==> config.mk <==
export PLATFORM = sky130hd
export DESIGN_NAME = ahb_arbiter
export DESIGN_NICKNAME = d
export VERILOG_FILES = /design/src/rtl/ahb_params_pkg.sv /design/src/rtl/ahb_arb_pick.sv /design/src/rtl/ahb_arbiter.sv
export SDC_FILE = /design/constraint.sdc
export NUM_CORES = 1
export LEC_CHECK = 0
export CORE_AREA = 2 2 46 48
export CTS_CLUSTER_SIZE = 16
export DETAILED_ROUTE_END_ITERATION = 12
export DIE_AREA = 0 0 48 50
export PLACE_DENSITY = 0.71
export SLEW_MARGIN = 15
export SYNTH_ARGS = -nofsm -noshare
export SYNTH_HDL_FRONTEND = slang
export SYNTH_SLANG_ARGS = --single-unit
==> constraint.sdc <==
create_clock -name HCLK -period 2 [get_ports HCLK]
set_clock_uncertainty 0.1 [all_clocks]
set_input_delay 0.3 -clock HCLK [delete_from_list [all_inputs] [get_ports HCLK]]
set_output_delay 0.3 -clock HCLK [all_outputs]
set_load 0.01 [all_outputs]
==> src/rtl/ahb_params_pkg.sv <==
// Shared AHB-Lite encodings plus the arbiter FSM state type and burst-length decode.
package ahb_params_pkg;

  localparam logic [1:0] HTRANS_IDLE   = 2'b00;
  localparam logic [1:0] HTRANS_BUSY   = 2'b01;
  localparam logic [1:0] HTRANS_NONSEQ = 2'b10;
  localparam logic [1:0] HTRANS_SEQ    = 2'b11;

  localparam logic [2:0] HBURST_SINGLE = 3'b000;
  localparam logic [2:0] HBURST_INCR   = 3'b001;
  localparam logic [2:0] HBURST_WRAP4  = 3'b010;
  localparam logic [2:0] HBURST_INCR4  = 3'b011;
  localparam logic [2:0] HBURST_WRAP8  = 3'b100;
  localparam logic [2:0] HBURST_INCR8  = 3'b101;
  localparam logic [2:0] HBURST_WRAP16 = 3'b110;
  localparam logic [2:0] HBURST_INCR16 = 3'b111;

  typedef enum logic [1:0] {
    ARB,
    BURST,
    UNDEF
  } arb_state_t;

  // Fixed-length beat count; SINGLE and undefined-length INCR report 0.
  function automatic logic [4:0] burst_beats(input logic [2:0] hburst);
    logic [4:0] beats;
    beats = 5'd0;
    case (hburst)
      HBURST_WRAP4,  HBURST_INCR4:  beats = 5'd4;
      HBURST_WRAP8,  HBURST_INCR8:  beats = 5'd8;
      HBURST_WRAP16, HBURST_INCR16: beats = 5'd16;
      default:                      beats = 5'd0;
    endcase
    return beats;
  endfunction

endpackage

==> src/rtl/ahb_arb_pick.sv <==
// Combinational requester selection: lowest index wins, or round-robin after ptr
// when AHB_ARB_ROUND_ROBIN_EN is defined. Returns dflt when nobody requests.
module ahb_arb_pick #(
  parameter int NO_OF_MASTERS = 2,
  localparam int MW = $clog2(NO_OF_MASTERS)
) (
  input  logic [NO_OF_MASTERS-1:0] req,
`ifdef AHB_ARB_ROUND_ROBIN_EN
  input  logic [MW-1:0]            ptr,
`endif
  input  logic [MW-1:0]            dflt,
  output logic [MW-1:0]            winner
);

`ifdef AHB_ARB_ROUND_ROBIN_EN
  int dist;
  int best;

  // Distance measured from ptr+1, so the last winner is considered last.
  always_comb begin
    winner = dflt;
    best   = NO_OF_MASTERS;
    dist   = 0;
    for (int i = 0; i < NO_OF_MASTERS; i++) begin
      dist = (i + NO_OF_MASTERS - 1 - int'(ptr)) % NO_OF_MASTERS;
      if (req[i] && (dist < best)) begin
        best   = dist;
        winner = MW'(i);
      end
    end
  end
`else
  // Scanning downward leaves the lowest requesting index as the final assignment.
  always_comb begin
    winner = dflt;
    for (int i = NO_OF_MASTERS - 1; i >= 0; i--) begin
      if (req[i]) winner = MW'(i);
    end
  end
`endif

endmodule

==> src/rtl/ahb_arbiter.sv <==
// Burst-aware AHB-Lite arbiter with registered one-hot grant and address/data-phase
// owner indices. Define AHB_ARB_ROUND_ROBIN_EN for round-robin, else fixed priority.
module ahb_arbiter
  import ahb_params_pkg::*;
#(
  parameter int NO_OF_MASTERS = 2,
  parameter int DEFAULT_MASTER = 0,
  localparam int MW = $clog2(NO_OF_MASTERS)
) (
  input  logic                     HCLK,
  input  logic                     HRESET,
  input  logic [NO_OF_MASTERS-1:0] HBUSREQ,
  input  logic [NO_OF_MASTERS-1:0] HLOCK,
  input  logic [1:0]               HTRANS,
  input  logic [2:0]               HBURST,
  input  logic                     HREADY,
  output logic [NO_OF_MASTERS-1:0] HGRANT,
  output logic [MW-1:0]            HMASTER,
  output logic                     HMASTLOCK,
  output logic [MW-1:0]            HMASTER_D
);

  localparam logic [MW-1:0] DFLT_IDX = MW'(DEFAULT_MASTER);

  arb_state_t state, state_n;
  logic [3:0] cnt, cnt_n;
  logic [MW-1:0] gnt_idx;
  logic [MW-1:0] win;
  logic [NO_OF_MASTERS-1:0] grant_n;
  logic arb_pt;
  logic nonseq_acc, seq_acc, idle_rdy;
  logic [4:0] beats;
  arb_state_t dec_state;
  logic [3:0] dec_cnt;
  logic dec_arb;

`ifdef AHB_ARB_ROUND_ROBIN_EN
  logic [MW-1:0] rr_ptr;
`endif

  ahb_arb_pick #(
    .NO_OF_MASTERS(NO_OF_MASTERS)
  ) u_pick (
    .req    (HBUSREQ),
`ifdef AHB_ARB_ROUND_ROBIN_EN
    .ptr    (rr_ptr),
`endif
    .dflt   (DFLT_IDX),
    .winner (win)
  );

  assign grant_n = NO_OF_MASTERS'(1) << win;

  // Decode of a freshly accepted NONSEQ, shared by every state.
  always_comb begin
    nonseq_acc = HREADY && (HTRANS == HTRANS_NONSEQ);
    seq_acc    = HREADY && (HTRANS == HTRANS_SEQ);
    idle_rdy   = HREADY && (HTRANS == HTRANS_IDLE);
    beats      = burst_beats(HBURST);
    dec_state  = ARB;
    dec_cnt    = 4'd0;
    dec_arb    = 1'b0;
    if (beats != 5'd0) begin
      dec_state = BURST;
      dec_cnt   = 4'(beats - 5'd1);
    end else if (HBURST == HBURST_INCR) begin
      dec_state = UNDEF;
    end else begin
      dec_arb = 1'b1;
    end
  end

  always_comb begin
    state_n = state;
    cnt_n   = cnt;
    arb_pt  = 1'b0;
    case (state)
      ARB: begin
        if (idle_rdy) begin
          arb_pt = 1'b1;
        end else if (nonseq_acc) begin
          state_n = dec_state;
          cnt_n   = dec_cnt;
          arb_pt  = dec_arb;
        end
      end
      BURST: begin
        if (nonseq_acc) begin
          state_n = dec_state;
          cnt_n   = dec_cnt;
          arb_pt  = dec_arb;
        end else if (idle_rdy) begin
          state_n = ARB;
          cnt_n   = 4'd0;
          arb_pt  = 1'b1;
        end else if (seq_acc) begin
          if (cnt == 4'd1) begin
            state_n = ARB;
            cnt_n   = 4'd0;
            arb_pt  = 1'b1;
          end else begin
            cnt_n = cnt - 4'd1;
          end
        end else if ((HTRANS == HTRANS_BUSY) || !HREADY) begin
          cnt_n = cnt;
        end
      end
      UNDEF: begin
        if (nonseq_acc) begin
          state_n = dec_state;
          cnt_n   = dec_cnt;
          arb_pt  = dec_arb;
        end else if (idle_rdy) begin
          state_n = ARB;
          arb_pt  = 1'b1;
        end
      end
      default: begin
        state_n = ARB;
        cnt_n   = 4'd0;
      end
    endcase
  end

  // Registered grant and phase owners; HMASTER/HMASTER_D advance only with HREADY.
  always_ff @(posedge HCLK) begin
    if (HRESET) begin
      state     <= ARB;
      cnt       <= 4'd0;
      gnt_idx   <= DFLT_IDX;
      HGRANT    <= NO_OF_MASTERS'(1) << DEFAULT_MASTER;
      HMASTER   <= DFLT_IDX;
      HMASTER_D <= DFLT_IDX;
      HMASTLOCK <= 1'b0;
`ifdef AHB_ARB_ROUND_ROBIN_EN
      rr_ptr    <= DFLT_IDX;
`endif
    end else begin
      state <= state_n;
      cnt   <= cnt_n;
      if (arb_pt && !HLOCK[gnt_idx]) begin
        gnt_idx <= win;
        HGRANT  <= grant_n;
`ifdef AHB_ARB_ROUND_ROBIN_EN
        if (win != gnt_idx) rr_ptr <= win;
`endif
      end
      if (HREADY) begin
        HMASTER   <= gnt_idx;
        HMASTLOCK <= HLOCK[gnt_idx];
        HMASTER_D <= HMASTER;
      end
    end
  end

endmodule
Word level (Yosys, flattened, before mapping)
Cells that the tools add are included.
W data, S select, Z words.
{ "classes": {"n_shift": 1, "n_eq_ne": 17, "n_lt_le_gt_ge": 1, "reduce_logical": 13, "mux": 35, "n_addsub": 2} }
{ "ops": {"columns": ["operator", "count"], "rows": [
  ["$mux W4", 7],
  ["$mux W2", 10],
  ["$pmux W5 S3", 1],
  ["$mux W1", 14],
  ["$eq A3 B3 Y1 const B", 4],
  ["$pmux W4 S3", 1],
  ["$ne A4 B4 Y1 const B", 2],
  ["$sub A4 B1 Y4 const B", 2],
  ["$eq A2 B2 Y1 const B", 3],
  ["$eq A3 B2 Y1 const B", 2],
  ["$pmux W2 S3", 1],
  ["$reduce_or A2 Y1", 3],
  ["$reduce_and A5 Y1", 1],
  ["$reduce_bool A5 Y1", 1],
  ["$eq A4 B1 Y1 const B", 1],
  ["$logic_and A1 B1 Y1", 4],
  ["$logic_not A2 Y1", 2],
  ["$ne A2 B2 Y1 const B", 2],
  ["$eq A3 B1 Y1 const B", 1],
  ["$ne A3 B3 Y1 const B", 1],
  ["$pmux W1 S3", 1],
  ["$eq A2 B1 Y1 const B", 1],
  ["$lt A1 B2 Y1 const B", 1],
  ["$reduce_and A2 Y1", 1],
  ["other kinds (2)", 2]
]} }
{ "totals": {"wordCells": 76, "output_inout_bits": 5, "regBits": 12, "in_bits": 12} }

Longest topological paths before layout
{ "logic_depth": {"depth_word": 9, "mapped_depth": 6, "depth_no_buf": 6} }

Modules after synthesis
From an unflattened synthesis, not the netlist that was laid out.
{ "unflattened": {"cells_unflattened": 89, "area_unflattened_um2": 787.0} }
{ "modules_own_cells": {"columns": ["mod", "cells_each", "instances", "seq_area_each_um2", "area_each_um2"], "rows": [
  ["ahb_arbiter", 88, 1, 220.2, 777.0],
  ["ahb_arb_pick", 1, 1, 0.0, 10.0]
]} }

Worst setup path after synthesis
OpenSTA, ideal clock, no wires.
{ "synth_path": {"path_kind": "input -> register", "start": "input HBURST[1]", "end": "register HGRANT[1]", "path_slack_ps": 112, "arrival_time_ps": 1664, "n_path_buf": 0, "path_stages": 6, "setup_time_ps": 123, "required_time_ps": 1777, "path_cell_list": "or2b_1 -> ha_1 -> a21boi_2 -> a21bo_1 -> a311oi_2 -> mux2_1"} }
{ "synth_between": {"elab_chain_cells": 9, "elab_cells_between_ends": 20, "cone_classes": "eq/ne: 7; mux: 8; reduce/logical: 5"} }
{ "synth_lines": {"columns": ["item", "line_no", "source"], "rows": [
  ["from (decl)", "ahb_arbiter.sv:15", "input logic [2:0] HBURST,"],
  ["$eq A3 B3 Y1 / $eq A3 B2 Y1 (equally long branches)", "ahb_params_pkg.sv:28", "case (hburst)"],
  ["$reduce_or A2 Y1", "ahb_params_pkg.sv:28", null],
  ["$pmux W5 S3", "ahb_params_pkg.sv:28", null],
  ["$reduce_bool A5 Y1", "ahb_arbiter.sv:63", "if (beats != 5'd0) begin"],
  ["$mux W1 (*)", "ahb_arbiter.sv:63", null],
  ["$mux W1", "ahb_arbiter.sv:81", "end else if (nonseq_acc) begin"],
  ["$mux W1", "ahb_arbiter.sv:79", "if (idle_rdy) begin"],
  ["$pmux W1 S3 (*)", "ahb_arbiter.sv:77", "case (state)"],
  ["$logic_and A1 B1 Y1 (*)", "ahb_arbiter.sv:141", "if (arb_pt && !HLOCK[gnt_idx]) begin"],
  ["to (signal assigned)", "ahb_arbiter.sv:131", "HGRANT <= NO_OF_MASTERS'(1) << DEFAULT_MASTER;"],
  ["to (signal assigned)", "ahb_arbiter.sv:143", "HGRANT <= grant_n;"],
  ["to (decl)", "ahb_arbiter.sv:17", "output logic [NO_OF_MASTERS-1:0] HGRANT,"]
]} }
Every way passes the cells marked *; elsewhere a longest branch is shown, timed or not.
A chain may end at the register's enable or synchronous reset.

Worst setup path in the final report
{ "layout_path": {"start": "register state[0]", "end": "register HGRANT[1]"} }
{ "layout_between": {"elab_chain_cells": 3, "elab_cells_between_ends": 5, "cone_classes": "eq/ne: 2; mux: 1; reduce/logical: 2"} }
{ "layout_lines": {"columns": ["item", "line_no", "source"], "rows": [
  ["from (decl)", "ahb_arbiter.sv:25", "arb_state_t state, state_n;"],
  ["from (signal assigned)", "ahb_arbiter.sv:139", "state <= state_n;"],
  ["$eq A2 B2 Y1, or another cell as far along", "ahb_arbiter.sv:77", null],
  ["$pmux W1 S3 (*)", "ahb_arbiter.sv:77", null],
  ["$logic_and A1 B1 Y1 (*)", "ahb_arbiter.sv:141", null]
]} }
Marks and branches as above.

==> impl_results.md <==
* Status: complete, no violations
* Drt initial violations at 28
* Worst setup path category: flop to flop
* Inserted Clock Buffers at 3
* CTS root buffer: clkbuf_4
* Ranking of synthesized cells by area: dfxtp_1 28%, ha_1 13%, o32ai_1 6.6%
* Crit path cell chain: inv_1, ha_1, or3_4, a32oi_1, a311oi_2, mux2_1
* Syn Nets at 107
* DRC viols at 0
* Clk Latency, worst-skew pair at around 0.28 ns
* Startpoint Class: flop
* Leakage at 0.437 nW
* Detailed-route via count at roughly 750
* Synth Area in Adders at about an eighth
* Cell-internal power at 392 uW
* I/O Pins at 17
* Grt ovf at 0
* CP Data Required Time at slightly above 2 ns
* Hold slack at 0.389 ns
* Core area at 0.00190 mm^2
* Site Rows at 16
* Input/output buffers at 16
* Crit-path max cell delay at 0.41 ns
* Synth Instances at 87
* Routed vias/inst at 5.25
* Worst-path fanout max at 5
* Sequential Power Share at 43.1%
* Sw Ratio at 28.6%
* Syn-to-layout area delta at 36.4%
* Synth Area per Inst at 9.12 um^2
* Slowest cell on the critical path: or3_4
* Mux contribution to synthesized area at 6.47%
* Post-CTS Setup Inserts at 0
* Synth cell types at 38
* Reg clk slew, reported paths at 0.07 ns
* TritonCTS Sinks at 11
* FMAX at 526 MHz
* Layout cell share with drive strength beyond 1 at 20.9%
* Worst Tran Pin Value at 0.357 ns
* Worst path buffer plus inverter count at 1
* Complex-gate fraction of the synthesized area at 24.6%
* Post-synthesis sequential area ratio at 27.8%
* Antenna violations before repair at 0
* Largest net degree at the start of global routing at 7
* Count of final setup violators at 0
* Slew Viols, Final at 0
* Critical path's top delay family: simple AND/OR/NAND/NOR gates
* CTS tree: built
* Final period util at between 90% and 100%
* Tmin final at ~1.9 ns
* Maximum vdd ir drop at 0.504 mV
* Initial DRT Pass Iterations at 4
* Global-route wire length before repair at between 3000 and 4000 um
* Final HPWL DP at roughly 1500 um
* Largest family of logic cells by synthesized area: compound AO/OA/AOI/OAI gates
* Commonest cells after routing, fill and taps aside: 14 x clkdlybuf4s50_1, 12 x inv_1, 11 x buf_4
* GPL Wtd Cong at 0.809
* Die Ht at 50 um
* Total Wirelength at 1880 um
* Hold-fix buffer count after cts at 0
* RSZ-0062 raised after global routing: no
* Commonest non-fill, non-tap cell in the layout: clkdlybuf4s50_1
* Comb power frac at 28.0%
* Ys Warns at 0
* Share of the synthesized area in the top cell type at 27.8%
* Synth Area in Simple Gates at 18.3%
* Htree depth at 1
* Hold Path Class: flop to flop
* ANT nets after route at 0
* WP data arrival at 1.97 ns
* Xor-xnor portion of the synthesized cell area at under 10%
* Dpl cells at 138
* P_sw at 157 uW
* # Max-Cap Violations at 0
* Power Density at a little over 500 mW/mm^2
* Fin area at ~0.0011 mm^2
* Placed cell areas at 0.00105 mm^2
* Yosys top cell by area: dfxtp_1
* Fillers at 182
* Die Width at 48 um
* Vias in the first global route at 752
* Die ar. at 0.00240 mm^2
* Initial Util at between 40% and 50%
* Wire per inst at 13.2 um
* Slew margin rel. at about three quarters
* Post-route insts no fill at 142
* Gr usage total at 18.3%
* CTS max path bufs at 2
* Nets at around 140
* Power share of the clock group at 28.9%
* # diodes at 0
* Worst Setup End Kind: flop
* Synth Cell Area at 793 um^2
* Final hold violations at 0
* Flip-flop and latch count after synthesis at 11
## registers in the layout (all words and copies together), names as in the netlist
signal / flops
HGRANT: 2
HMASTER: 1
HMASTER_D: 1
HMASTLOCK: 1
cnt: 4
state: 2
## power groups by stage
stage / Sequential (mW) / Combinational (mW) / Clock, mW
detailed placement: 0.242 / 0.152 / 0
global route: 0.238 / 0.168 / 0.174
finish: 0.237 / 0.154 / 0.159
CTS: 0.236 / 0.153 / 0.163
global placement: 0.241 / 0.148 / 0
floorplan: 0.241 / 0.0864 / 0
## through the flow
stage / worst slack [ns] / util (%) / power (mW) / TNS [ns]
2_1_floorplan: 0.112 / - / 0.327 / 0
3_3_place_gp: -0.324 / 55.3 / 0.389 / -1.41
3_5_place_dp: -0.393 / 55.3 / 0.393 / -1.71
4_1_cts: 0.0528 / 56.6 / 0.551 / 0
5_1_grt: 0.0165 / 56.9 / 0.580 / 0
6_report: 0.0986 / 56.9 / 0.549 / 0
## routing by layer
| layer | GRT usage [%] | routed length [um] | vias to the layer above |
|---|---|---|---|
| met1 | 20.7 | 799 | 344 |
| li1 | - | - | 376 |
| met5 | 0 | 0 | - |
| met4 | 4.05 | 23 | 0 |
| met2 | 31.8 | 937 | 21 |
| met3 | 5.86 | 115 | 5 |
## cell type report
cell class / count / area, um^2 / share of cell area, %
clock buffer: 4 / 26.3 / 2.43
inverter: 12 / 45.0 / 4.16
multi-input combinational: 61 / 514 / 47.5
sequential: 11 / 223 / 20.6
tap: 27 / 33.8 / 3.12
timing repair buffer: 27 / 240 / 22.2
## final timing paths
kind                                  to  slack (ns)  cells past startpoint                   start
setup / recovery  HGRANT[1]$_SDFFE_PP0P_         0.1                      6   state[0]$_SDFFE_PP0P_
hold / removal    HMASTLOCK$_SDFFE_PP0P_        0.39                      2  HMASTLOCK$_SDFFE_PP0P_
setup reg to reg  HGRANT[1]$_SDFFE_PP0P_         0.1                      6   state[0]$_SDFFE_PP0P_
hold reg to reg   HMASTLOCK$_SDFFE_PP0P_        0.39                      2  HMASTLOCK$_SDFFE_PP0P_
## timing repair
action | CTS | global route
pin swaps | 2 | 0
gates resized for setup | 3 | 3
setup endpoints to repair | 3 | 5
## worst reg2reg max path: stages, from the launching register on
cell and delay [ns]:
dfxtp_2 0.38, inv_1 0.08, ha_1 0.24, or3_4 0.41, a32oi_1 0.19, a311oi_2 0.07
mux2_1 0.32
## cell usage after synthesis
cell type and n:
inv_1 12, o31a_1 1, o2111ai_1 1, or3_4 1, nor2_1 6, or2_2 1
a21oi_1 2, nand4_1 2, a21o_1 1, a2bb2oi_1 1, clkbuf_1 1, or2b_1 1
o32ai_1 6, a211oi_1 1, o211ai_1 1, o21ai_0 1, nand3_1 1, nor3_1 1
xnor2_1 2, nor2b_1 2, a21boi_2 1, and4bb_2 1, mux2_1 1, o22a_1 1
a32oi_1 1, nor2b_4 1, buf_4 2, a311o_1 1, nand2_1 2, dfxtp_1 11
mux2i_1 4, nor3b_1 1, a21bo_1 1, ha_1 8, nand2b_1 2, o21a_1 2
a311oi_2 1, nand4b_1 1
## cell families (layout without fill, tap and decap cells)
| logic type | Yosys count | in the layout |
|---|---|---|
| AOI/OAI and AO/OA | 23 | 23 |
| and+or+nand+nor | 23 | 23 |
| buffers and inverters | 15 | 43 |
| DFF | 11 | 11 |
| adders and majority gates | 8 | 8 |
| muxes | 5 | 5 |
| xor gates and xnor gates | 2 | 2 |
No activity file was read; power rests on OpenSTA's default activity.
